`src/rtl/uart_pkt_rx_pkg.sv`:
```
// Shared definitions for the UART package receiver: FSM states and frame constants.
`timescale 1ns/1ps
package uart_pkt_rx_pkg;

    // Byte receiver FSM states
    typedef enum logic [1:0] {
        IDLE  = 2'd0,
        START = 2'd1,
        DATA  = 2'd2,
        STOP  = 2'd3
    } rx_state_t;

    // 50 MHz system clock / 19200 baud
    localparam int DEFAULT_CLKS_PER_BIT = 2604;

    // Serial frame layout: 8 data bits, 1 stop bit
    localparam int DATA_BITS = 8;
    localparam int STOP_BITS = 1;

endpackage

```
`src/rtl/uart_byte_rx.sv`:
```
// Byte-level UART receiver: input synchronizer, start/data/stop FSM, bit timer
// and LSB-first shift register. Reports each finished frame as a good byte or a
// framing error.
`timescale 1ns/1ps
module uart_byte_rx
    import uart_pkt_rx_pkg::*;
#(
    parameter int CLKS_PER_BIT = DEFAULT_CLKS_PER_BIT
) (
    input  logic       clk,
    input  logic       rst,
    input  logic       rx_in,
    output logic [7:0] byte_out,
    output logic       byte_valid,
    output logic       byte_ferr,
    output logic       line_idle,
    output logic       start_det
);

    localparam int TW = $clog2(CLKS_PER_BIT);
    localparam logic [TW-1:0] HALF_M1  = TW'(CLKS_PER_BIT / 2 - 1);
    localparam logic [TW-1:0] FULL_M1  = TW'(CLKS_PER_BIT - 1);
    localparam logic [2:0]    LAST_BIT = 3'(DATA_BITS - 1);

    logic            rx_meta;
    logic            rx_sync;
    rx_state_t       state;
    rx_state_t       state_next;
    logic [TW-1:0]   timer;
    logic [TW-1:0]   timer_next;
    logic [2:0]      bit_cnt;
    logic [2:0]      bit_cnt_next;
    logic [7:0]      shift_reg;
    logic [7:0]      shift_next;
    logic            wait_high;
    logic            wait_high_next;

    // Two-flop synchronizer; resets to the idle line level so reset never looks like a start bit
    always_ff @(posedge clk or posedge rst) begin
        if (rst) begin
            rx_meta <= 1'b1;
            rx_sync <= 1'b1;
        end else begin
            rx_meta <= rx_in;
            rx_sync <= rx_meta;
        end
    end

    // FSM state, bit timer, bit counter, shift register and post-error line guard
    always_ff @(posedge clk or posedge rst) begin
        if (rst) begin
            state     <= IDLE;
            timer     <= '0;
            bit_cnt   <= '0;
            shift_reg <= '0;
            wait_high <= 1'b0;
        end else begin
            state     <= state_next;
            timer     <= timer_next;
            bit_cnt   <= bit_cnt_next;
            shift_reg <= shift_next;
            wait_high <= wait_high_next;
        end
    end

    // Next-state logic; a framing error leaves the line low, so a start is only accepted once it has gone high again
    always_comb begin
        state_next     = state;
        timer_next     = timer;
        bit_cnt_next   = bit_cnt;
        shift_next     = shift_reg;
        wait_high_next = wait_high;
        byte_valid     = 1'b0;
        byte_ferr      = 1'b0;
        start_det      = 1'b0;
        case (state)
            IDLE: begin
                if (rx_sync) begin
                    wait_high_next = 1'b0;
                end else if (!wait_high) begin
                    start_det  = 1'b1;
                    state_next = START;
                    timer_next = '0;
                end
            end
            START: begin
                if (timer == HALF_M1) begin
                    timer_next = '0;
                    if (!rx_sync) begin
                        state_next   = DATA;
                        bit_cnt_next = '0;
                    end else begin
                        state_next = IDLE;
                    end
                end else begin
                    timer_next = timer + TW'(1);
                end
            end
            DATA: begin
                if (timer == FULL_M1) begin
                    timer_next   = '0;
                    shift_next   = {rx_sync, shift_reg[7:1]};
                    bit_cnt_next = bit_cnt + 3'd1;
                    if (bit_cnt == LAST_BIT) begin
                        state_next = STOP;
                    end
                end else begin
                    timer_next = timer + TW'(1);
                end
            end
            STOP: begin
                if (timer == FULL_M1) begin
                    timer_next = '0;
                    state_next = IDLE;
                    if (rx_sync) begin
                        byte_valid = 1'b1;
                    end else begin
                        byte_ferr      = 1'b1;
                        wait_high_next = 1'b1;
                    end
                end else begin
                    timer_next = timer + TW'(1);
                end
            end
            default: begin
                state_next = IDLE;
            end
        endcase
    end

    assign byte_out  = shift_reg;
    assign line_idle = (state == IDLE);

endmodule

```
`src/rtl/uart_pkt_rx.sv`:
```
// UART package receiver: collects BYTES_PER_PKT bytes from uart_byte_rx into a
// package word, drops partial packages on framing error or inter-byte timeout.
`timescale 1ns/1ps
module uart_pkt_rx
    import uart_pkt_rx_pkg::*;
#(
    parameter int CLKS_PER_BIT  = DEFAULT_CLKS_PER_BIT,
    parameter int BYTES_PER_PKT = 8,
    parameter int TIMEOUT_CLKS  = 20 * CLKS_PER_BIT
) (
    input  logic                       clk,
    input  logic                       rst,
    input  logic                       rx_in,
    output logic [8*BYTES_PER_PKT-1:0] data_out,
    output logic                       pkt_valid,
    output logic                       frame_err,
    output logic                       timeout_err,
    output logic                       busy
);

    localparam int GW = $clog2(TIMEOUT_CLKS + 1);
    localparam logic [2:0]    LAST_IDX = 3'(BYTES_PER_PKT - 1);
    localparam logic [GW-1:0] GAP_MAX  = GW'(TIMEOUT_CLKS);

    logic [7:0]                 byte_data;
    logic                       byte_valid;
    logic                       byte_ferr;
    logic                       line_idle;
    logic                       start_det;
    logic [2:0]                 byte_idx;
    logic [8*BYTES_PER_PKT-1:0] asm_reg;
    logic                       pkt_done;
    logic [GW-1:0]              gap_cnt;
    logic                       gap_run;
    logic                       gap_hit;

    uart_byte_rx #(
        .CLKS_PER_BIT(CLKS_PER_BIT)
    ) u_byte_rx (
        .clk       (clk),
        .rst       (rst),
        .rx_in     (rx_in),
        .byte_out  (byte_data),
        .byte_valid(byte_valid),
        .byte_ferr (byte_ferr),
        .line_idle (line_idle),
        .start_det (start_det)
    );

    assign gap_run = line_idle && (byte_idx != 3'd0) && !start_det;
    assign gap_hit = gap_run && (gap_cnt == GAP_MAX);

    // Inter-byte gap counter: only counts while a partial package waits for its next start bit
    always_ff @(posedge clk or posedge rst) begin
        if (rst) begin
            gap_cnt <= '0;
        end else if (!gap_run || gap_hit) begin
            gap_cnt <= '0;
        end else begin
            gap_cnt <= gap_cnt + GW'(1);
        end
    end

    // Package assembly; the last lane is published one cycle after it is written
    always_ff @(posedge clk or posedge rst) begin
        if (rst) begin
            byte_idx    <= '0;
            asm_reg     <= '0;
            pkt_done    <= 1'b0;
            data_out    <= '0;
            pkt_valid   <= 1'b0;
            frame_err   <= 1'b0;
            timeout_err <= 1'b0;
        end else begin
            pkt_valid   <= 1'b0;
            timeout_err <= 1'b0;
            pkt_done    <= 1'b0;
            frame_err   <= byte_ferr;
            if (pkt_done) begin
                data_out  <= asm_reg;
                pkt_valid <= 1'b1;
                byte_idx  <= '0;
            end else if (byte_ferr) begin
                byte_idx <= '0;
            end else if (byte_valid) begin
                for (int k = 0; k < BYTES_PER_PKT; k++) begin
                    if (byte_idx == 3'(k)) begin
                        asm_reg[8*k +: 8] <= byte_data;
                    end
                end
                byte_idx <= byte_idx + 3'd1;
                pkt_done <= (byte_idx == LAST_IDX);
            end else if (gap_hit) begin
                byte_idx    <= '0;
                timeout_err <= 1'b1;
            end
        end
    end

    assign busy = !line_idle || (byte_idx != 3'd0);

endmodule

```
`config.mk`:
```
export PLATFORM = sky130hd
export DESIGN_NAME = uart_pkt_rx
export DESIGN_NICKNAME = d
export VERILOG_FILES = /design/src/rtl/uart_pkt_rx_pkg.sv /design/src/rtl/uart_byte_rx.sv /design/src/rtl/uart_pkt_rx.sv
export SDC_FILE = /design/constraint.sdc
export NUM_CORES = 1
export LEC_CHECK = 0
export CORE_MARGIN = 2
export CORE_UTILIZATION = 35
export DETAILED_ROUTE_END_ITERATION = 6
export DONT_BUFFER_PORTS = 1
export PLACE_DENSITY_LB_ADDON = 0.08
export SLEW_MARGIN = 30
export SYNTH_ARGS = -nofsm -noshare
export SYNTH_HDL_FRONTEND = slang
export SYNTH_SLANG_ARGS = --single-unit
```
`constraint.sdc`:
```
create_clock -name clk -period 5.99 [get_ports clk]
set_input_delay 1.198 -clock clk [delete_from_list [all_inputs] [get_ports clk]]
set_output_delay 1.198 -clock clk [all_outputs]
set_load 0.01 [all_outputs]
```
# --- Yosys cells after proc, flatten, opt, wreduce, memory -nomap -nowiden ---
# Index checks and enable logic that the tools add are counted.
totals:
  word_cells: 122
  inputBits: 3
  regBits: 179
  output_inout_bits: 68
op_classes:
  n_reduce_logical: 28
  n_mux: 43
  eq_ne: 23
  add_sub_neg: 4
  bitwise_logic: 2
ops:
  columns: ["operator", "count"]
  rows:
  - ["$mux 12", 4]
  - ["$reduce_and 4->1", 10]
  - ["$pmux 12 s3", 1]
  - ["$mux 3", 7]
  - ["$mux 1", 20]
  - ["$add 16x1->16 const B", 1]
  - ["$eq 16x16->1 const B", 1]
  - ["$mux 16", 1]
  - ["$eq 3x3->1 const B", 5]
  - ["$mux 2", 7]
  - ["$add 12x1->12 const B", 1]
  - ["$eq 12x11->1 const B", 1]
  - ["$eq 12x12->1 const B", 1]
  - ["$ne 2x1->1 const B", 5]
  - ["$ne 2x2->1 const B", 4]
  - ["$pmux 2 s4", 1]
  - ["$add 3x1->3 const B", 2]
  - ["$eq 3x2->1 const B", 2]
  - ["$pmux 3 s2", 1]
  - ["$reduce_and 6->1", 1]
  - ["$eq 2x2->1 const B", 2]
  - ["$reduce_and 2->1", 2]
  - ["$reduce_bool 2->1", 2]
  - ["$reduce_bool 4->1", 1]
  - ["other kinds (11)", 17]

# --- Longest topological paths before layout ---
depth:
  word_depth: 10
  ltp_mapped: 8
  ltp_nobuf: 6

# --- By module ---
# From an unflattened synthesis, not the netlist that was laid out.
unflattened:
  hier_cells: 524
  area_unflattened_um2: 7335.8
modules_own_cells:
  columns: ["mod", "n_inst", "cells_per_inst", "area_per_inst_um2", "seq_area_each_um2"]
  rows:
  - ["uart_pkt_rx", 1, 388, 5941.9, 3778.6]
  - ["uart_byte_rx", 1, 136, 1393.8, 703.2]

# --- Worst setup path before layout ---
# No wires, ideal clock.
synth_timing:
  path_type: "flip-flop to output port"
  from: "register byte_idx[0]"
  to: "output port busy"
  arrival_ns: 0.993
  n_path_buf: 0
  required_time_ns: 4.792
  path_stages_with_launch: 5
  path_slack_ns: 3.799
  path_cell_list: "dfrtp_1 -> inv_1 -> ha_1 -> nor2b_1 -> nand3_1"
synth_between:
  elab_chain_len: 2
synth_rtl:
  columns: ["item", "line_no", "source"]
  rows:
  - ["from (decl)", "uart_pkt_rx.sv:30", "logic [2:0] byte_idx;"]
  - ["from (signal assigned)", "uart_pkt_rx.sv:91", "byte_idx <= byte_idx + 3'd1;"]
  - ["$reduce_bool 3->1", "uart_pkt_rx.sv:100", "assign busy = !line_idle || (byte_idx != 3'd0);"]
  - ["$logic_or 1x1->1", "uart_pkt_rx.sv:100", null]
  - ["to (decl)", "uart_pkt_rx.sv:18", "output logic busy"]
# Every way passes these cells.

# --- Final worst setup path ---
# Ends and elaborated chain as after synthesis.

==> out/summary.txt <==
total I/O pin count - 71
Setup Viol. Count Final - 0
number of post-CTS setup repair buffers - 0
cell area after synthesis - 7540 um2
min cycle time layout - 2.84 ns
proportion of synthesized chip area in sequential cells - 0.594
cell type with the highest aggregate area in the netlist - sky130_fd_sc_hd__dfrtp_1
pin count of the biggest net entering global routing - 180
number of filler instances in the final layout - 1989
number of I/O port buffers - 0
starting DRC count in detailed routing - 152
CTS tree - built
cells resized by post-CTS repair - 0
setup slack after layout - 3.15 ns
Post-synth ARST share - 1.00
later-pin clock latency in the skew report - 0.42 ns
Hold WC Path Type - reg2reg
core region area - 21100 um2
critical path data arrival time - 1.64 ns
power per standard cell area - 270 nW/um2
routed length per placed instance - 17.9 um
number of buffers between clock root and the deepest sink - 2
number of diodes - 0
fraction of synthesized cell area taken by the top area cell type - 0.587
IR drop worst, VDD - 0.000180 V
prevailing post-synth register cell - sky130_fd_sc_hd__dfrtp_1
Sequential cell area - 4480 um2
clk sink count - 179
placer's final routability congestion estimate - 0.767
Area Overhead vs Synth - 10.5%
number of rows in the core area - 53
initial antenna violation count - 0
die outline width - 151 um
Post-DRT Antenna Nets - 0
number of unique standard cell types used by synthesis - 55
RSZ-0062 raised after global routing - false
tightest slew margin relative to the limit - 0.413
cell types occupying the most area after synthesis - sky130_fd_sc_hd__dfrtp_1 (59%), sky130_fd_sc_hd__mux2_2 (20%), sky130_fd_sc_hd__ha_1 (2.0%)
Worst Path Required - 4.79 ns
global-route congestion overflow total - 0
cell area after layout - 8340 um2
critical path start-end classification - reg2out
drt via density - 5.00
wire length of the first global-routing pass - 24500 um
number of storage elements in the synthesis netlist - 179
commonest cells in the synthesized netlist - sky130_fd_sc_hd__dfrtp_1 (177), sky130_fd_sc_hd__mux2_2 (135), sky130_fd_sc_hd__nand2_1 (25)
run status - completed
remaining routing DRC violations - 0
Final Net Count - 562
worst setup skew after layout - 0.00803 ns
number of global-route vias before repair - 4414
area enclosed by the die boundary - 22700 um2
number of iterations in the first detailed-routing pass - 4
Crit Path Max Fanout - 4
setup TNS after final layout - 0 ns
leakage power summed over all cells - 0.00400 uW
htree depth - 4
number of maximum-capacitance constraint violations - 0
hold violation total from the final report - 0
Initial Utilization - 0.358
Slew Limit Fails - 0
net count of the mapped netlist - 572
layout cell share with drive strength beyond 1 - 0.327
part of the cycle the worst path needs - 0.474
actual transition at the worst max-transition pin - 0.880 ns
die extent in y - 151 um
most common cell in the netlist - sky130_fd_sc_hd__dfrtp_1
CP startpoint kind - register
post-detailed-placement half-perimeter wirelength - 9570 um
clk slew on worst S/H paths - 0.06 ns
Post-Syn Area per Cell - 13.5 um2
final wirelength - 15000 um
area taken by multi-input logic gates - 2840 um2
total via count after detailed routing - 4172
buffer type at the clock tree root - sky130_fd_sc_hd__clkbuf_16
number of warnings reported in the yosys synthesis log - 0
worst slack after detailed placement - 3.39 ns
global-route usage over all layers - 0.142
number of flops mapped to enable cells by yosys - 0
Post-Syn Instances - 557
Max Clk Rate - 352 MHz
Hold Buf Count CTS - 0
Placement Cell Area - 7770 um2
crit path capture type - output pin
total CTS buffers - 17
worst paths after layout:
kind                                                 from                          end  slack [ns]  cells past startpoint
setup / recovery                  byte_idx[0]$_DFFE_PP0P_                         busy        3.15                      4
hold / removal                u_byte_rx.rx_meta$_DFF_PP1_  u_byte_rx.rx_sync$_DFF_PP1_        0.36                      0
setup reg to reg           u_byte_rx.timer[0]$_DFFE_PP0P_      asm_reg[18]$_DFFE_PP0P_        3.37                      5
hold reg to reg               u_byte_rx.rx_meta$_DFF_PP1_  u_byte_rx.rx_sync$_DFF_PP1_        0.36                      0
max in group asynchronous                             rst  u_byte_rx.rx_meta$_DFF_PP1_        4.37                      3
min in group asynchronous                             rst     data_out[50]$_DFFE_PP0P_        0.74                      2
final cells by class:
cell class	count	area share
clock inverter	10	0.00886
timing repair buffer	4	0.00751
tap	275	0.0413
clock buffer	21	0.0552
sequential	179	0.538
inverter	18	0.00856
multi-input combinational	327	0.341
report_power, final:
group	switching [uW]	total (uW)	internal, uW
sequential	0.755	1210	1210
clock	456	1010	555
combinational	25.5	29.2	3.70
routing by layer:
layer / share of wire / up-vias / global-route usage
met2: 0.50 / 52 / 0.243
li1: - / 1947 / -
met4: 0.012 / 0 / 0.0439
met1: 0.45 / 2161 / 0.178
met5: 0 / - / 0
met3: 0.035 / 12 / 0.0364
through the flow:
step                      total power (uW)  instances   util  hold slack (ns)
after floorplan                       1250        557      -            0.345
after global placement                1260        802  0.368            0.346
after detailed placement              1260        802  0.369            0.348
after CTS                             2290        833  0.394            0.358
after global routing                  2360        834  0.395            0.365
final                                 2250        834  0.395            0.356
cells in the final DEF (no fill, tap or decap), types with 3 or more instances in the layout:
cell and count:
sky130_fd_sc_hd__o211ai_1 3, sky130_fd_sc_hd__clkinvlp_4 3, sky130_fd_sc_hd__dfrtp_1 176, sky130_fd_sc_hd__nand2_1 25
sky130_fd_sc_hd__nand3_1 10, sky130_fd_sc_hd__xor2_1 11, sky130_fd_sc_hd__nor3_1 5, sky130_fd_sc_hd__ha_1 12
sky130_fd_sc_hd__nand2b_1 3, sky130_fd_sc_hd__a21oi_1 3, sky130_fd_sc_hd__clkinv_2 3, sky130_fd_sc_hd__o22ai_1 7
sky130_fd_sc_hd__and4_1 7, sky130_fd_sc_hd__inv_6 4, sky130_fd_sc_hd__nor4bb_1 3, sky130_fd_sc_hd__mux2_2 135
sky130_fd_sc_hd__and2_1 4, sky130_fd_sc_hd__nor2_1 23, sky130_fd_sc_hd__nand4_1 10, sky130_fd_sc_hd__nor2b_1 4
sky130_fd_sc_hd__clkbuf_16 17, sky130_fd_sc_hd__nor4_1 4, sky130_fd_sc_hd__o21ai_0 11, sky130_fd_sc_hd__inv_1 17
sky130_fd_sc_hd__and3_1 7, sky130_fd_sc_hd__or3_1 4
cell families (layout without fill, tap and decap cells):
logic type,after synthesis,in the layout,share of synthesized area
buffers and inverters,51,53,0.0310
AOI/OAI and AO/OA,39,39,0.0330
muxes,138,138,0.206
adders and majority gates,12,12,0.0199
DFF,179,179,0.594
and+or+nand+nor,125,125,0.101
xor gates and xnor gates,13,13,0.0151
critical path: stages (launching register included):
cell                      delay, ns
sky130_fd_sc_hd__dfrtp_1       0.42
sky130_fd_sc_hd__inv_1         0.10
sky130_fd_sc_hd__ha_1          0.20
sky130_fd_sc_hd__nor2b_1       0.30
sky130_fd_sc_hd__nand3_1       0.22
No activity file was read; power rests on OpenSTA's default activity.
